[src/rtl/macc_matrix_buf.sv]
// Multi-channel matrix operand buffer: each channel is an independent FIFO that
// can also replay its contents in a loop without consuming them.
module macc_matrix_buf #(
    parameter int DATA_W = 32,
    parameter int DEPTH  = 16,
    parameter int NUM_CH = 3
) (
    input  logic                                 CLK,
    input  logic                                 RST,
    input  logic [NUM_CH-1:0]                    wen,
    input  logic [NUM_CH-1:0]                    ren,
    input  logic [NUM_CH-1:0]                    replay,
    input  logic [NUM_CH-1:0]                    rewind,
    input  logic [NUM_CH-1:0]                    clr,
    input  logic [NUM_CH*DATA_W-1:0]             data_in,
    output logic [NUM_CH*DATA_W-1:0]             data_out,
    output logic [NUM_CH-1:0]                    full,
    output logic [NUM_CH-1:0]                    empty,
    output logic [NUM_CH*($clog2(DEPTH)+1)-1:0]  count,
    output logic [NUM_CH-1:0]                    ovf,
    output logic [NUM_CH-1:0]                    unf
);

    localparam int AW = $clog2(DEPTH);
    localparam int CW = AW + 1;

    logic [NUM_CH-1:0][AW-1:0] head_q, head_d;
    logic [NUM_CH-1:0][AW-1:0] wptr_q, wptr_d;
    logic [NUM_CH-1:0][AW-1:0] roff_q, roff_d;
    logic [NUM_CH-1:0][CW-1:0] count_q, count_d;
    logic [NUM_CH-1:0]         ovf_q, ovf_d;
    logic [NUM_CH-1:0]         unf_q, unf_d;
    logic [NUM_CH-1:0]         push, pop, isEmpty, isFull;
    logic [NUM_CH-1:0][AW-1:0] rdIdx;
    logic [DATA_W-1:0]         mem_q [NUM_CH][DEPTH];

    always_comb begin
        isEmpty  = '0;
        isFull   = '0;
        rdIdx    = '0;
        data_out = '0;
        count    = '0;
        for (int k = 0; k < NUM_CH; k++) begin
            isEmpty[k] = (count_q[k] == '0);
            isFull[k]  = (count_q[k] == CW'(DEPTH));
            rdIdx[k]   = head_q[k] + roff_q[k];
            data_out[k*DATA_W +: DATA_W] = isEmpty[k] ? '0 : mem_q[k][rdIdx[k]];
            count[k*CW +: CW] = count_q[k];
        end
    end

    assign empty = isEmpty;
    assign full  = isFull;
    assign ovf   = ovf_q;
    assign unf   = unf_q;

    // A FIFO pop frees a slot in the same cycle, so a write at full still lands.
    always_comb begin
        push    = '0;
        pop     = '0;
        head_d  = head_q;
        wptr_d  = wptr_q;
        roff_d  = roff_q;
        count_d = count_q;
        ovf_d   = ovf_q;
        unf_d   = unf_q;
        for (int k = 0; k < NUM_CH; k++) begin
            pop[k]  = ren[k] & ~isEmpty[k] & ~replay[k] & ~clr[k];
            push[k] = wen[k] & (~isFull[k] | pop[k]) & ~clr[k];
            if (clr[k]) begin
                head_d[k]  = '0;
                wptr_d[k]  = '0;
                roff_d[k]  = '0;
                count_d[k] = '0;
                ovf_d[k]   = 1'b0;
                unf_d[k]   = 1'b0;
            end else begin
                if (push[k])
                    wptr_d[k] = wptr_q[k] + AW'(1);
                if (pop[k])
                    head_d[k] = head_q[k] + AW'(1);
                if (push[k] && !pop[k])
                    count_d[k] = count_q[k] + CW'(1);
                else if (pop[k] && !push[k])
                    count_d[k] = count_q[k] - CW'(1);
                if (wen[k] && isFull[k] && !pop[k])
                    ovf_d[k] = 1'b1;
                if (ren[k] && isEmpty[k])
                    unf_d[k] = 1'b1;
                if (!replay[k] || rewind[k])
                    roff_d[k] = '0;
                else if (ren[k] && !isEmpty[k])
                    roff_d[k] = ({1'b0, roff_q[k]} == count_q[k] - CW'(1)) ? '0 : roff_q[k] + AW'(1);
            end
        end
    end

    always_ff @(posedge CLK or posedge RST) begin
        if (RST) begin
            head_q  <= '0;
            wptr_q  <= '0;
            roff_q  <= '0;
            count_q <= '0;
            ovf_q   <= '0;
            unf_q   <= '0;
        end else begin
            head_q  <= head_d;
            wptr_q  <= wptr_d;
            roff_q  <= roff_d;
            count_q <= count_d;
            ovf_q   <= ovf_d;
            unf_q   <= unf_d;
        end
    end

    // Storage is deliberately left out of reset; count gates what is visible.
    always_ff @(posedge CLK) begin
        for (int k = 0; k < NUM_CH; k++) begin
            if (push[k])
                mem_q[k][wptr_q[k]] <= data_in[k*DATA_W +: DATA_W];
        end
    end

endmodule

[config.mk]
export PLATFORM = sky130hd
export DESIGN_NAME = macc_matrix_buf
export DESIGN_NICKNAME = d
export VERILOG_FILES = /design/src/rtl/macc_matrix_buf.sv
export SDC_FILE = /design/constraint.sdc
export NUM_CORES = 1
export LEC_CHECK = 0
export CORE_UTILIZATION = 61
export CTS_CLUSTER_DIAMETER = 200
export CTS_CLUSTER_SIZE = 12
export DETAILED_ROUTE_END_ITERATION = 12
export PLACE_DENSITY = 0.89
export SLEW_MARGIN = 20
export SYNTH_ARGS = -nofsm -noshare
export SYNTH_HDL_FRONTEND = slang
export SYNTH_SLANG_ARGS = --single-unit
export TNS_END_PERCENT = 5
[constraint.sdc]
create_clock -name CLK -period 5.8 [get_ports CLK]
set_input_delay 0.58 -clock CLK [delete_from_list [all_inputs] [get_ports CLK]]
set_output_delay 0.58 -clock CLK [all_outputs]
set_load 0.005 [all_outputs]
### Yosys cells after proc, flatten, opt, wreduce, memory -nomap -nowiden

Memories as Yosys holds them, arrays and structs flattened.
Index checks and enable logic that the tools add are counted.

* $add $sub $neg: 18
* magnitude comparators: 9
* equality and inequality tests: 6
* muxes and demuxes: 69
* bitwise logic cells: 36
* reduce and logical (&&, ||, !) cells: 57

Operator list (number)
* 512-bit 2-to-1 mux: 3
* 32-bit binary-select mux with 4-bit select: 3
* 32-bit demux with 4-bit select: 3
* 32-bit 2-to-1 mux: 12
* 4-bit 2-to-1 mux: 24
* 5-bit 2-to-1 mux: 9
* 4-bit by 1-bit adder with 4-bit output (second input constant): 9
* 5-bit greater-or-equal comparator (second input constant): 6
* 4-bit inverter with 5-bit output: 6
* 2-bit nonzero test: 12
* 1-bit logical AND: 21
* 3-bit nonzero test: 6
* 5-bit by 1-bit adder with 5-bit output (second input constant): 3
* 1-bit bitwise AND: 15
* 4-bit by 5-bit == test with 1-bit output: 3
* 5-bit == test (second input constant): 3
* 5-bit zero test: 3
* 5-bit by 1-bit less-than comparator with 1-bit output (second input constant): 3
* 1-bit 2-to-1 mux: 15
* 5-bit by 1-bit subtractor with 5-bit output (second input constant): 3
* 4-bit adder: 3
* 1-bit zero test: 12
* 1-bit inverter: 12
* 1-bit logical OR: 3
* 1-bit OR: 3

* bits in registers: 57
* memory bits (writable): 1536
* input port bits: 113
* output and inout bits: 123
* word-level logic and storage cells: 214
* memories kept: 1

Memories
* mem_q: words 3, bits a word 512, rd ports 3, clocked after memory_dff 0, wr ports 3, line 35 `logic [DATA_W-1:0] mem_q [NUM_CH][DEPTH];`

### Longest topological paths before layout

* depth in word-level cells: 13
* mapped depth: 9
* gate-level depth less buffers: 8

### Least setup slack after synthesis

Ideal clock, no wire load.

* kind: reg-to-reg
* start: reg count_q, in the netlist count[10]
* end: mem mem_q[0][1504] in the netlist's numbering, enable pin
* setup time: 0.461 ns
* arrival: 3.926 ns
* data required time: 5.339 ns
* setup slack: 1.413 ns
* cell stages (with the launch flop): 8
* buffers on the path: 0
* period minus slack after synthesis: 4.387 ns
* cells stage by stage: dfrtp_1 > inv_1 > ha_1 > nor3b_1 > a31oi_1 > nor2b_1 > nand2_1 > nor3_1

RTL lines
* start: declaration: line 30 `logic [NUM_CH-1:0][CW-1:0] count_q, count_d;`
* start signal: assignment: line 110 `count_q <= count_d;`
* end: declaration: line 35

### Final worst setup path

* start: reg roff_q[4] in the netlist's numbering
* end: out data_out[42]

* cells in the longest elaborated chain, start to end: 6

Ends and longest elaborated chain
* start: declaration: line 29 `logic [NUM_CH-1:0][AW-1:0] roff_q, roff_d;`
* start signal: assignment: line 109 `roff_q <= roff_d;`
* 4-bit adder: line 46 `rdIdx[k] = head_q[k] + roff_q[k];`
* 4-bit inverter with 5-bit output (implied by the code): line 47 `data_out[k*DATA_W +: DATA_W] = isEmpty[k] ? '0 : mem_q[k][rdIdx[k]];`
* 32-bit binary-select mux with 4-bit select: line 47
* 32-bit 2-to-1 mux (implied by the code) (2 in a row): line 47
* 32-bit 2-to-1 mux: line 47
* end: declaration: line 16 `output logic [NUM_CH*DATA_W-1:0] data_out,`

Every way passes these cells. The select of a mux whose other input is x is not followed.

==> run summary <==
Status - finished clean
Post-synthesis cell type count - 62
Nets@finish - 3310
Port Buffers - 235
Final Cycle Share - 0.9260
Delay-heaviest family, CP - adder cells
HP Class - input port to asynchronous set/reset pin
Crit path largest cell delay - 1.36 ns
Routed Antenna Nets - 0
R2R depth - 8
Cell Rows - 116
Drt first pass iters - 5
Worst-path fanout max - 53
Global-route wire length before repair - 221.5 mm
CP endpoint kind - primary output
Synth Net Count - 2986
Die area - 103100 sq um
# clock sinks - 1593
Critical path cell sequence - ha_4 -> inv_1 -> fa_4 -> buf_4 -> mux4_2 -> mux2i_1 -> o22ai_1 -> clkdlybuf4s50_1
Skew final - 0.02770 ns
CTS tree - yes
Die H - 321.1 um
Top_reg_cell synth - edfxtp_1
Clock buffers created by TritonCTS - 150
I/O Pins - 236
Slew Limit Fails - 0
Reg2reg start - count[10]$_DFFE_PP0P_
Endpoints failing hold - 0
GPL Wtd Cong - 0.7995
WHS - 0.4034 ns
CORE AREA - 100400 sq um
Syn_area_per_cell - 21.90 sq um
Via Count - 31.81k
Critical path origin - roff_q[4]$_DFFE_PP0P_
Initial Utilization - 0.6184
Synth async-reset ratio - 0.03578
Tightest Pin Transition - 1.216 ns
Synth Warn # - 0
Wirelength per Cell - 33.85 um
Detailed Route Iter0 Violations - 4481
CTS H-tree depth - 4
Area growth, synth to finish - 14.11%
Post-synth EDFFs - 1536
Relative slew slack - 0.1877
Remaining global-route overflow - 0
Post-Synthesis Cells - 2836
Post-detail-place hpwl - 80.07 mm
Hold Buf Count CTS - 0
Commonest non-fill, non-tap cell in the layout - edfxtp_1
Setup crit start kind - flip-flop
Min Tclk post-route - 5.371 ns
Sequential area share after synthesis - 0.7656
Peak supply drop - 0.3074 mV
Max-cap viol count - 0
Critical path's slowest cell - fa_4
Most frequent cells in the layout - 1536 x edfxtp_1, 384 x mux4_2, 235 x clkdlybuf4s50_1, 196 x mux2i_1, 153 x clkbuf_16
Worst path depth - 8
Lkg Pwr - 0.02367 uW
Type of the worst setup path - flip-flop to primary output
GR Util All Layers - 0.3014
FF+latch count, synth - 1593
Worst Setup EP - data_out[42]
Deepest clock path buffer count - 3
Critical Path RT - 5.22 ns
Reg clk slew, reported paths - 0.06 ns
Worst skew pair latency - 0.75 ns
R2R setup slack - 1.91 ns
Setup TNS - 0 ns
CTS Root Cell - clkbuf_16
# resized after CTS - 0
DR DRC count - 0
Crit path buf inv count - 3
Post-CTS Setup Bufs - 0
Final setup viols - 0
Vias in the first global route - 33.50k
Layout cell share with drive strength beyond 1 - 0.2203
Largest net degree at the start of global routing - 73
PD cells - 374.5 nW/um^2
Antenna violations before repair - 16
Crit path arrival time - 4.79 ns
Routed WL - 154.5 mm
RSZ-0062 raised after global routing - no
Fmax - 186.2 MHz
Worst r2r dst - mem_q[0][1247]$_DFFE_PP_
DIE WIDTH - 321.1 um
Vias/cell - 6.971
Cell Area, Synth - 62110 sq um
-- Yosys cell counts, types with 3 or more instances --
library cell	n	area (sq um)
o211ai_1	3	22.52
and2_1	3	18.77
clkbuf_1	59	221.5
ha_1	34	425.4
nand4_1	7	43.79
xor2_1	24	210.2
buf_2	74	370.4
nand3_1	18	90.09
a22oi_1	3	22.52
nor3b_1	6	45.04
mux2i_1	196	1962
nor2_1	96	360.4
nand2_1	39	146.4
mux4_2	384	8648
a21oi_1	26	130.1
edfxtp_1	1536	46120
nor3_1	19	95.09
o22ai_1	97	606.8
a21o_1	3	22.52
nor2b_1	4	25.02
nand2b_1	13	81.33
dfrtp_1	57	1426
or3_1	5	31.28
buf_1	5	18.77
inv_1	31	116.4
a31o_2	5	43.79
a31oi_1	4	25.02
xnor2_1	30	262.8
or4_1	4	30.03
o21ai_0	7	35.03
fa_1	3	60.06
-- registers in the layout, indices dropped and copies added (netlist names) --
name,count
ovf,3
wptr_q,12
unf,3
head_q,12
roff_q,12
count,15
mem_q,1536
-- stage by stage --
stage,cells,setup WS [ns],area (sq um),total power (uW),util
final,4563,0.4295,70880,26540,0.7057
after global routing,4561,0.3672,70870,27220,0.7057
after CTS,4552,0.4543,70820,26590,0.7052
after detailed placement,4364,1.374,66700,17800,0.6641
after global placement,4364,1.444,66700,17590,0.6641
after floorplan,2836,1.413,62110,15850,-
-- cell type report --
type                            count  area (sq um)
Inverter                           34         132.6
Sequential cell                  1593         47550
Tap cell                         1357          1698
Timing Repair Buffer              313          3108
Antenna cell                       10         25.02
Fill cell                        5464         29560
Clock buffer                      176          3915
Multi-Input combinational cell   1068         14240
Clock inverter                     12         206.4
-- where the power goes --
group	switching, uW	total (uW)	internal, uW
clock	4090	8840	4760
combinational	2430	4810	2390
sequential	120	12900	12800
total	6630	26500	19900
-- logic make-up after synthesis --
group / after synthesis / synth area share
flip-flops: 1593 / 0.7656
buffers and inverters: 175 / 0.01245
AO/OA/AOI/OAI: 169 / 0.01803
multiplexers: 582 / 0.1712
AND/OR/NAND/NOR: 226 / 0.01734
adder cells (fa/ha/maj): 37 / 0.007816
XOR/XNOR: 54 / 0.007614
-- tightest hold or removal path: stages --
cell             delay [ns]
clkdlybuf4s50_1        0.41
inv_2                  0.05
buf_4                  0.66
-- per-layer routing --
| metal | up-vias | global-route usage | routed length, um |
|---|---|---|---|
| met2 | 2415 | 0.5161 | 80290 |
| met4 | 18 | 0.1485 | 7375 |
| met1 | 16440 | 0.3683 | 51170 |
| met5 | - | 0 | 128 |
| li1 | 12430 | - | - |
| met3 | 513 | 0.06070 | 15500 |
-- worst min path at each step --
stage / startpoint / endpoint / slack, ns / cells after the start
2_1_floorplan: ovf[0]$_DFFE_PP0P_ / ovf[0]$_DFFE_PP0P_ / 0.49 / 2
3_3_place_gp: unf[2]$_DFFE_PP0P_ / unf[2]$_DFFE_PP0P_ / 0.48 / 2
3_5_place_dp: unf[0]$_DFFE_PP0P_ / unf[0]$_DFFE_PP0P_ / 0.49 / 2
4_1_cts: RST / count[4]$_DFFE_PP0P_ / 0.38 / 3
5_1_grt: RST / count[3]$_DFFE_PP0P_ / 0.44 / 3
6_report: RST / unf[0]$_DFFE_PP0P_ / 0.40 / 3
(Power assumes the default switching activity.)
